### src/rtl/iogroup1_mailbox_if.sv
// Mailbox register bus: control and status words, command strobe, and the
// push/pop data path with their one-cycle acknowledges.
//   slave  : the mailbox (drives status, pop data, acks, irq)
//   master : the host side (drives control, command, push/pop requests)
interface iogroup1_mailbox_if;
  logic [31:0] areg1_i;       // control: [0] enable, [15:8] almost-full threshold
  logic [31:0] areg2_o;       // status word
  logic [31:0] areg3_i;       // command: [18] clr ovf, [19] clr udf, [31] flush
  logic        areg3_wr_i;    // command strobe
  logic [31:0] areg4o_i;      // push data
  logic        areg4_wr_i;    // push request
  logic        areg4_rd_i;    // pop request
  logic [31:0] areg4i_o;      // pop data
  logic        areg4_wack_o;  // push ack
  logic        areg4_rack_o;  // pop ack
  logic        irq_o;         // afull | ovf

  modport slave (
    input  areg1_i, areg3_i, areg3_wr_i, areg4o_i, areg4_wr_i, areg4_rd_i,
    output areg2_o, areg4i_o, areg4_wack_o, areg4_rack_o, irq_o
  );

  modport master (
    output areg1_i, areg3_i, areg3_wr_i, areg4o_i, areg4_wr_i, areg4_rd_i,
    input  areg2_o, areg4i_o, areg4_wack_o, areg4_rack_o, irq_o
  );
endinterface

### src/rtl/iogroup1_mailbox.sv
// Register-mapped mailbox FIFO (DEPTH x 32).
//   clk_i  : sole clock, rising edge
//   rst_i  : asynchronous active-high reset
//   bus    : iogroup1_mailbox_if.slave -- control/status words, command
//            strobe, push/pop requests with 1-cycle acks, pop data, irq.
// Pushes and pops are always acknowledged one cycle later regardless of
// FIFO state; overflow/underflow are reported through sticky status bits.
module iogroup1_mailbox #(
  parameter int DEPTH = 8
) (
  input  logic              clk_i,
  input  logic              rst_i,
  iogroup1_mailbox_if.slave bus
);
  localparam int PW = $clog2(DEPTH);
  localparam int LW = PW + 1;

  logic [31:0]   mem [DEPTH];
  logic [PW-1:0] wptr_q, wptr_d, rptr_q, rptr_d;
  logic [LW-1:0] lvl_q, lvl_d;
  logic          ovf_q, ovf_d, udf_q, udf_d;
  logic [31:0]   dout_q, dout_d;
  logic          wack_q, rack_q;
  logic [7:0]    thr_q;

  logic en, flush, is_empty, is_full;
  logic do_push, do_pop, set_ovf, set_udf;

  assign en       = bus.areg1_i[0];
  assign flush    = bus.areg3_wr_i & bus.areg3_i[31];
  assign is_empty = (lvl_q == '0);
  assign is_full  = (lvl_q == LW'(DEPTH));

  always_comb begin
    wptr_d  = wptr_q;
    rptr_d  = rptr_q;
    lvl_d   = lvl_q;
    dout_d  = dout_q;
    do_push = 1'b0;
    do_pop  = 1'b0;
    set_ovf = 1'b0;
    set_udf = 1'b0;
    if (flush) begin
      // Flush wins over any same-cycle push/pop; those are acked only.
      wptr_d = '0;
      rptr_d = '0;
      lvl_d  = '0;
      if (bus.areg4_rd_i) dout_d = '0;
    end else if (en) begin
      if (bus.areg4_rd_i) begin
        if (!is_empty) begin
          do_pop = 1'b1;
          dout_d = mem[rptr_q];
        end else begin
          dout_d  = '0;
          set_udf = 1'b1;
        end
      end
      // A successful pop frees a slot this cycle, so push+pop on a full
      // FIFO is a pass-through rather than an overflow.
      if (bus.areg4_wr_i) begin
        if (!is_full || do_pop) do_push = 1'b1;
        else                    set_ovf = 1'b1;
      end
      if (do_push) wptr_d = wptr_q + PW'(1);
      if (do_pop)  rptr_d = rptr_q + PW'(1);
      lvl_d = lvl_q + LW'(do_push) - LW'(do_pop);
    end else if (bus.areg4_rd_i) begin
      dout_d = '0;
    end
    // Set beats clear when both happen in the same cycle.
    ovf_d = (ovf_q & ~(bus.areg3_wr_i & bus.areg3_i[18])) | set_ovf;
    udf_d = (udf_q & ~(bus.areg3_wr_i & bus.areg3_i[19])) | set_udf;
  end

  always_ff @(posedge clk_i or posedge rst_i) begin
    if (rst_i) begin
      wptr_q <= '0;
      rptr_q <= '0;
      lvl_q  <= '0;
      ovf_q  <= 1'b0;
      udf_q  <= 1'b0;
      dout_q <= '0;
      wack_q <= 1'b0;
      rack_q <= 1'b0;
      thr_q  <= '0;
    end else begin
      wptr_q <= wptr_d;
      rptr_q <= rptr_d;
      lvl_q  <= lvl_d;
      ovf_q  <= ovf_d;
      udf_q  <= udf_d;
      dout_q <= dout_d;
      wack_q <= bus.areg4_wr_i;
      rack_q <= bus.areg4_rd_i;
      thr_q  <= bus.areg1_i[15:8];
    end
  end

  // Storage is not reset; only slots below the level are ever read.
  always_ff @(posedge clk_i) begin
    if (do_push && !rst_i) mem[wptr_q] <= bus.areg4o_i;
  end

  // Status is built from registers only (threshold is registered too) so
  // there is no input-to-status combinational path.
  logic [8:0] lvl9;
  logic       afull;
  assign lvl9  = 9'(lvl_q);
  assign afull = (thr_q != 8'd0) && (lvl9 >= {1'b0, thr_q});

  assign bus.areg2_o      = {11'b0, afull, udf_q, ovf_q, is_full, is_empty, 7'b0, lvl9};
  assign bus.irq_o        = afull | ovf_q;
  assign bus.areg4i_o     = dout_q;
  assign bus.areg4_wack_o = wack_q;
  assign bus.areg4_rack_o = rack_q;

  logic unused_ok;
  assign unused_ok = ^{bus.areg1_i[31:16], bus.areg1_i[7:1],
                       bus.areg3_i[30:20], bus.areg3_i[17:0]};
endmodule

### src/flat_wrapper.sv
// flat-port wrapper written by rule: the top's interface ports become plain ports
module iogroup1_mailbox_flat 
#(
  parameter int DEPTH = 8
)
  (clk_i, rst_i, bus_areg1_i, bus_areg3_i, bus_areg3_wr_i, bus_areg4o_i, bus_areg4_wr_i, bus_areg4_rd_i, bus_areg2_o, bus_areg4i_o, bus_areg4_wack_o, bus_areg4_rack_o, bus_irq_o);
  iogroup1_mailbox_if bus_i ();
  input  logic clk_i;
  input  logic rst_i;
  input wire logic [$bits(bus_i.areg1_i)-1:0] bus_areg1_i;
  input wire logic [$bits(bus_i.areg3_i)-1:0] bus_areg3_i;
  input wire logic [$bits(bus_i.areg3_wr_i)-1:0] bus_areg3_wr_i;
  input wire logic [$bits(bus_i.areg4o_i)-1:0] bus_areg4o_i;
  input wire logic [$bits(bus_i.areg4_wr_i)-1:0] bus_areg4_wr_i;
  input wire logic [$bits(bus_i.areg4_rd_i)-1:0] bus_areg4_rd_i;
  output wire logic [$bits(bus_i.areg2_o)-1:0] bus_areg2_o;
  output wire logic [$bits(bus_i.areg4i_o)-1:0] bus_areg4i_o;
  output wire logic [$bits(bus_i.areg4_wack_o)-1:0] bus_areg4_wack_o;
  output wire logic [$bits(bus_i.areg4_rack_o)-1:0] bus_areg4_rack_o;
  output wire logic [$bits(bus_i.irq_o)-1:0] bus_irq_o;
  assign bus_i.areg1_i = bus_areg1_i;
  assign bus_i.areg3_i = bus_areg3_i;
  assign bus_i.areg3_wr_i = bus_areg3_wr_i;
  assign bus_i.areg4o_i = bus_areg4o_i;
  assign bus_i.areg4_wr_i = bus_areg4_wr_i;
  assign bus_i.areg4_rd_i = bus_areg4_rd_i;
  assign bus_areg2_o = bus_i.areg2_o;
  assign bus_areg4i_o = bus_i.areg4i_o;
  assign bus_areg4_wack_o = bus_i.areg4_wack_o;
  assign bus_areg4_rack_o = bus_i.areg4_rack_o;
  assign bus_irq_o = bus_i.irq_o;
  iogroup1_mailbox #(.DEPTH(DEPTH)) u_core (.clk_i(clk_i), .rst_i(rst_i), .bus(bus_i));
endmodule
### config.mk
export PLATFORM = sky130hd
export DESIGN_NAME = iogroup1_mailbox_flat
export DESIGN_NICKNAME = d
export VERILOG_FILES = /design/src/rtl/iogroup1_mailbox_if.sv /design/src/rtl/iogroup1_mailbox.sv /design/src/flat_wrapper.sv
export SDC_FILE = /design/constraint.sdc
export NUM_CORES = 1
export LEC_CHECK = 0
export ABC_AREA = 0
export BUFFER_PORTS_ARGS = -buffer_cell sky130_fd_sc_hd__buf_2
export CORE_MARGIN = 3
export CORE_UTILIZATION = 55
export CTS_BUF_LIST = sky130_fd_sc_hd__clkbuf_4 sky130_fd_sc_hd__clkbuf_8 sky130_fd_sc_hd__clkbuf_16
export CTS_CLUSTER_SIZE = 16
export DETAILED_ROUTE_END_ITERATION = 7
export GPL_ROUTABILITY_DRIVEN = 1
export PLACE_DENSITY_LB_ADDON = 0.1
export SLEW_MARGIN = 20
export SYNTH_ARGS = -nofsm -noshare
export SYNTH_HDL_FRONTEND = slang
export SYNTH_SLANG_ARGS = --single-unit
### constraint.sdc
create_clock -name clk_i -period 6.5 [get_ports clk_i]
set_clock_uncertainty 0.05 [all_clocks]
set_input_delay 0.65 -clock clk_i [delete_from_list [all_inputs] [get_ports clk_i]]
set_output_delay 0.65 -clock clk_i [all_outputs]
set_load 0.02 [all_outputs]
After elaboration in Yosys (flattened, before gate mapping)

Memory sizes are Yosys's and may differ from the RTL's.
Index checks and enable logic that the tools add are counted.

Memories kept: 1
Output and inout port bits: 67
RAM bits: 256
Register bits: 54
Bits of input ports: 101
Logic and storage cells: 72

Memory list:

| memory     | depth | bits a word | read ports | clocked after memory_dff | wr ports | line                   | RTL |
|---|---|---|---|---|---|---|---|
| u_core.mem | 8     | 32          | 1          | 0                        | 1        | iogroup1_mailbox.sv:18 | `logic [31:0] mem [DEPTH];` |

Magnitude comparators: 1
Add/subtract/negate cells: 4
Bitwise operators: 10
Reduce and logical (&&, ||, !) cells: 12
Multiplexer cells: 33
Equal/unequal tests: 2

Operators by type and width:

| cell                                                   | count |
|---|---|
| 2-to-1 mux 32 bit                                      | 5 |
| 2-to-1 mux 1 bit                                       | 20 |
| 2-to-1 mux 3 bit                                       | 6 |
| >= comparator 4 x 8 -> 1 bit                           | 1 |
| 2-to-1 mux 4 bit                                       | 2 |
| nonzero test 8 bit                                     | 1 |
| adder 3 x 1 -> 3 bit (second input constant)           | 2 |
| nonzero test 2 bit                                     | 3 |
| bitwise AND 1 bit                                      | 5 |
| adder 4 x 1 -> 4 bit                                   | 1 |
| equality test 4 bit (second input constant)            | 1 |
| logical NOT 4 bit                                      | 1 |
| AND reduction 2 bit                                    | 2 |
| subtractor 4 x 1 -> 4 bit                              | 1 |
| inequality test 3 x 1 -> 1 bit (second input constant) | 1 |
| bitwise OR 1 bit                                       | 3 |
| logical AND 1 bit                                      | 2 |
| logical NOT 1 bit                                      | 2 |
| inverter 1 bit                                         | 2 |
| logical OR 1 bit                                       | 1 |

Longest topological paths before layout

Word-level depth: 15
Gate-level depth with buffers: 11
Gate-level depth less buffers: 11

Least setup slack after synthesis

Ideal clock, no wire load.

Path type: register -> register
Start: reg u_core.lvl_q[2]
End: mem u_core.mem[3][0] (enable)
Required time: 5.937 ns
Clock period less this slack: 5.262 ns
Slack: 1.238 ns
Setup time: 0.513 ns
Stages on the path, launching flop included: 7
Arrival: 4.699 ns
Buffers on the path: 0
Cell sequence: dfrtp_1 -> inv_1 -> ha_1 -> or3b_1 -> o21a_1 -> nand3_1 -> nor4b_1

Longest elaborated chain between the ends: 15
Elaborated cells between the ends (all ways): 17
Classes of those cells: eq/ne: 1; mux: 12; reduce/logical: 4

Ends and longest elaborated chain:

| element                                    | line                    | RTL |
|---|---|---|
| start: declaration                         | iogroup1_mailbox.sv:20  | `logic [LW-1:0] lvl_q, lvl_d;` |
| start signal: assignment                   | iogroup1_mailbox.sv:90  | `lvl_q <= lvl_d;` |
| logical NOT 4 bit                          | iogroup1_mailbox.sv:31  | `assign is_empty = (lvl_q == '0);` |
| 2-to-1 mux 1 bit                           | iogroup1_mailbox.sv:51  | `if (!is_empty) begin` |
| 2-to-1 mux 1 bit                           | iogroup1_mailbox.sv:50  | `if (bus.areg4_rd_i) begin` |
| 2-to-1 mux 1 bit                           | iogroup1_mailbox.sv:49  | `end else if (en) begin` |
| 2-to-1 mux 1 bit                           | iogroup1_mailbox.sv:43  | `if (flush) begin` |
| logical OR 1 bit (*)                       | iogroup1_mailbox.sv:62  | `if (!is_full \|\| do_pop) do_push = 1'b1;` |
| 2-to-1 mux 1 bit (*)                       | iogroup1_mailbox.sv:62  |  |
| 2-to-1 mux 1 bit (*)                       | iogroup1_mailbox.sv:61  | `if (bus.areg4_wr_i) begin` |
| 2-to-1 mux 1 bit (*)                       | iogroup1_mailbox.sv:49  |  |
| 2-to-1 mux 1 bit (*)                       | iogroup1_mailbox.sv:43  |  |
| 2-to-1 mux 1 bit (*)                       | iogroup1_mailbox.sv:49  |  |
| 2-to-1 mux 1 bit (*)                       | iogroup1_mailbox.sv:43  |  |
| logical AND 1 bit (*)                      | iogroup1_mailbox.sv:102 | `if (do_push && !rst_i) mem[wptr_q] <= bus.areg4o_i;` |
| 2-to-1 mux 1 bit (*)                       | iogroup1_mailbox.sv:102 |  |
| 2-to-1 mux 1 bit (implied by the code) (*) | iogroup1_mailbox.sv:102 |  |
| end: declaration                           | iogroup1_mailbox.sv:18  |  |

Every way passes the cells marked *; elsewhere a longest branch is shown, timed or not. The select of a mux whose other input is x is not followed.

Final worst setup path

Start: in bus_areg4_rd_i
End: mem u_core.mem[2][16] (enable)

Longest elaborated chain between the ends: 13

Ends and longest elaborated chain:

| element                                | line                    | RTL |
|---|---|---|
| start: declaration                     | flat_wrapper.sv:15      | `input wire logic [$bits(bus_i.areg4_rd_i)-1:0] bus_areg4_rd_i;` |
| 2-to-1 mux 1 bit                       | iogroup1_mailbox.sv:50  |  |
| 2-to-1 mux 1 bit                       | iogroup1_mailbox.sv:49  |  |
| 2-to-1 mux 1 bit                       | iogroup1_mailbox.sv:43  |  |
| logical OR 1 bit                       | iogroup1_mailbox.sv:62  |  |
| 2-to-1 mux 1 bit                       | iogroup1_mailbox.sv:62  |  |
| 2-to-1 mux 1 bit                       | iogroup1_mailbox.sv:61  |  |
| 2-to-1 mux 1 bit                       | iogroup1_mailbox.sv:49  |  |
| 2-to-1 mux 1 bit                       | iogroup1_mailbox.sv:43  |  |
| 2-to-1 mux 1 bit                       | iogroup1_mailbox.sv:49  |  |
| 2-to-1 mux 1 bit                       | iogroup1_mailbox.sv:43  |  |
| logical AND 1 bit                      | iogroup1_mailbox.sv:102 |  |
| 2-to-1 mux 1 bit                       | iogroup1_mailbox.sv:102 |  |
| 2-to-1 mux 1 bit (implied by the code) | iogroup1_mailbox.sv:102 |  |

No other way between the ends. The select of a mux whose other input is x is not followed.

==> qor.csv <==
metric,value,unit
status,finished clean,
VDD IR-drop max,0.000241,V
max-slew violations,0,
Die X,155,µm
global-route usage over all layers,19.8,%
Setup TNS Final,0,ns
multi-input logic area,0.00272,mm²
Mapped Cells,615,
Worst-Margin Slew,0.990,ns
cts hold-fix bufs,0,
maxcap violations,0,
top cell type's share of synthesized area,63.1,%
"CTS clk-pin slew, worst paths",0.06,ns
# port buffers,92,
Area contributors post-synth,"edfxtp_1 63%, mux4_2 12%, dfrtp_1 11%, mux2i_1 2.9%, buf_4 2.0%",
Design Power,5.40,mW
clk buf depth,3,
met1 usage,28.6,%
H-tree levels,2,
hpwl dp,12700,µm
cts repair resizes,0,
WP data required,6.59,ns
drt via density,5.67,
R2R Path End,u_core.mem[2][16],
CORE AREA,0.0214,mm²
sequential fraction of the synthesis area,74.2,%
WP data arrival,3.46,ns
wire per inst,22.4,µm
fin nets,839,
ANT nets after route,0,
met2 Track Usage GR,31.3,%
CTS sink cnt,310,
DRC errors left,0,
hold path start,bus_areg1_i[15],
Setup Buffers After CTS,0,
Syn. warnings,0,
GR Overflow Total,0,
area taken by flip-flops and latches,0.00904,mm²
pwr/cell area,387,mW/mm²
Rows,53,
GPL Wtd Cong,0.804,
Mapped Area,0.0122,mm²
CP Class,input pin to flop,
# setup viols final,0,
drt pass-1 iters,4,
GR peak layer,met2,
R2R cell count,7,
Hold Path Sink,u_core.thr_q[7],
CTS Buf Count,34,
Max-slew headroom,34.0,%
Reg2Reg Setup Slack,3.28,ns
"area leader, netlist",edfxtp_1,
largest net degree at the start of global routing,67,
"commonest non-fill, non-tap cell in the layout",edfxtp_1,
unrepaired setup endpoints after global routing,false,
Die Area,0.0240,mm²
initial drt markers,392,
Peak Freq,296,MHz
routed vias,5816,
clock period minus worst slack,3.37,ns
crit path launch type,input pin,
filler cell count,1468,
Initial Utilization,56.9,%
first-pass GRT wire length,36100,µm
Top-Level Pins,168,
WHS Path Cells,1,
ANT cells,0,
maximum fanout along the worst path,38,
#FFs+latches synth,310,
initial antenna violation count,2,
grt met3 use,4.17,%
final hold violations,0,
CTS tree,built,
root buffer cell,clkbuf_16,
static leakage,4.94,nW
Min-Delay Path Class,input pin to flop,
die height,155,µm
vias in the first global route,6227,
final worst-path cycle share,51.9,%
count of unique library cells instantiated by Yosys,45,
worst r2r src,u_core.lvl_q[2],
CP endpoint kind,flop,
area delta synth->final,14.6,%
worst skew pair latency,0.50,ns
most frequent cells in the layout,"256 x edfxtp_1, 92 x buf_2, 64 x mux4_2",
share of layout cells above drive strength 1,32.7,%
DRT Wirelength,23000,µm
Mapped Avg Cell Area,19.8,µm²
[worst max-delay path by stage]
stage	cells past startpoint	from	slack, ns	to
4_1_cts	6	bus_areg4_rd_i	3.08	u_core.mem[2][16]
5_1_grt	6	bus_areg4_rd_i	2.92	u_core.mem[2][19]
3_3_place_gp	6	bus_areg4_rd_i	2.61	u_core.mem[2][22]
3_5_place_dp	6	bus_areg4_rd_i	2.57	u_core.mem[2][22]
2_1_floorplan	6	u_core.lvl_q[2]	1.24	u_core.mem[3][0]
6_report	6	bus_areg4_rd_i	3.13	u_core.mem[2][16]
[cell usage after synthesis, drive strengths merged]
master	number
a211oi	2
a21o	2
a21oi	2
a32o	1
and2	3
and2b	1
buf	50
clkbuf	6
clkinv	1
conb	1
dfrtp	54
edfxtp	256
fa	1
ha	12
inv	43
mux2i	35
mux4	64
nand2	7
nand2b	1
nand3	6
nand4	1
nor2	10
nor4	3
nor4b	4
o2111ai	1
o211ai	2
o21a	1
o21ai	3
o21bai	1
o22ai	32
or3	1
or3b	2
or4	1
xnor2	2
xor2	3
[sequential cells by signal, indices dropped and copies added, names as in the netlist]
signal and cells:
u_core.bus.areg4_wack_o 1, u_core.rptr_q 3, u_core.thr_q 8, u_core.udf_q 1, u_core.mem 256, u_core.bus.areg4_rack_o 1
u_core.lvl_q 4, u_core.wptr_q 3, u_core.ovf_q 1, u_core.bus.areg4i_o 32
[worst max-delay path, cell delays in order]
cell	delay, ns
buf_2	0.70
and2b_4	0.31
o211ai_4	0.09
or3_4	0.42
nor4b_4	0.73
buf_4	0.53
[where the power goes]
group / leakage, nW / internal [mW] / total, mW / switching (mW)
sequential: 3.00 / 2.27 / 2.37 / 0.108
clock: 0.547 / 1.12 / 1.85 / 0.724
combinational: 1.39 / 0.572 / 1.18 / 0.609
[per-layer routing]
layer,part of all wire [%],up-vias
li1,-,2598
met1,44,3014
met2,49,161
met3,5.3,39
met4,1.7,4
met5,0.12,-
[per-stage QoR]
stage	instances	hold slack (ns)	cell area (µm²)	utilization (%)	setup WS [ns]
finish	1025	0.215	14000	65.2	3.13
global route	1025	0.195	14000	65.2	2.92
CTS	1025	0.191	14000	65.2	3.08
detailed placement	964	0.435	12900	60.0	2.57
global placement	964	0.425	12900	60.0	2.61
floorplan	637	0.417	12300	-	1.24
[layout make-up]
cell class | instances | area share [%]
flip-flops and latches | 310 | 64.8
multi-input cells | 227 | 19.5
clock buffers | 48 | 7.24
repair buffers | 108 | 4.16
well taps | 275 | 2.47
inverters | 44 | 1.18
clock inverters | 13 | 0.654
[logic make-up (layout without fill, tap and decap cells)]
group                    count (synthesis)  after routing  share of synthesized area [%]
flip-flops                             310            310                           74.2
XOR/XNOR                                 5              5                          0.360
other                                    1             23                         0.0308
adder cells (fa/ha/maj)                 13             13                           1.40
multiplexers                            99             99                           14.7
AO/OA/AOI/OAI                           47             47                           2.61
buffers and inverters                  100            213                           4.62
AND/OR/NAND/NOR                         40             40                           2.04
Power figures use the tool's default switching activity.
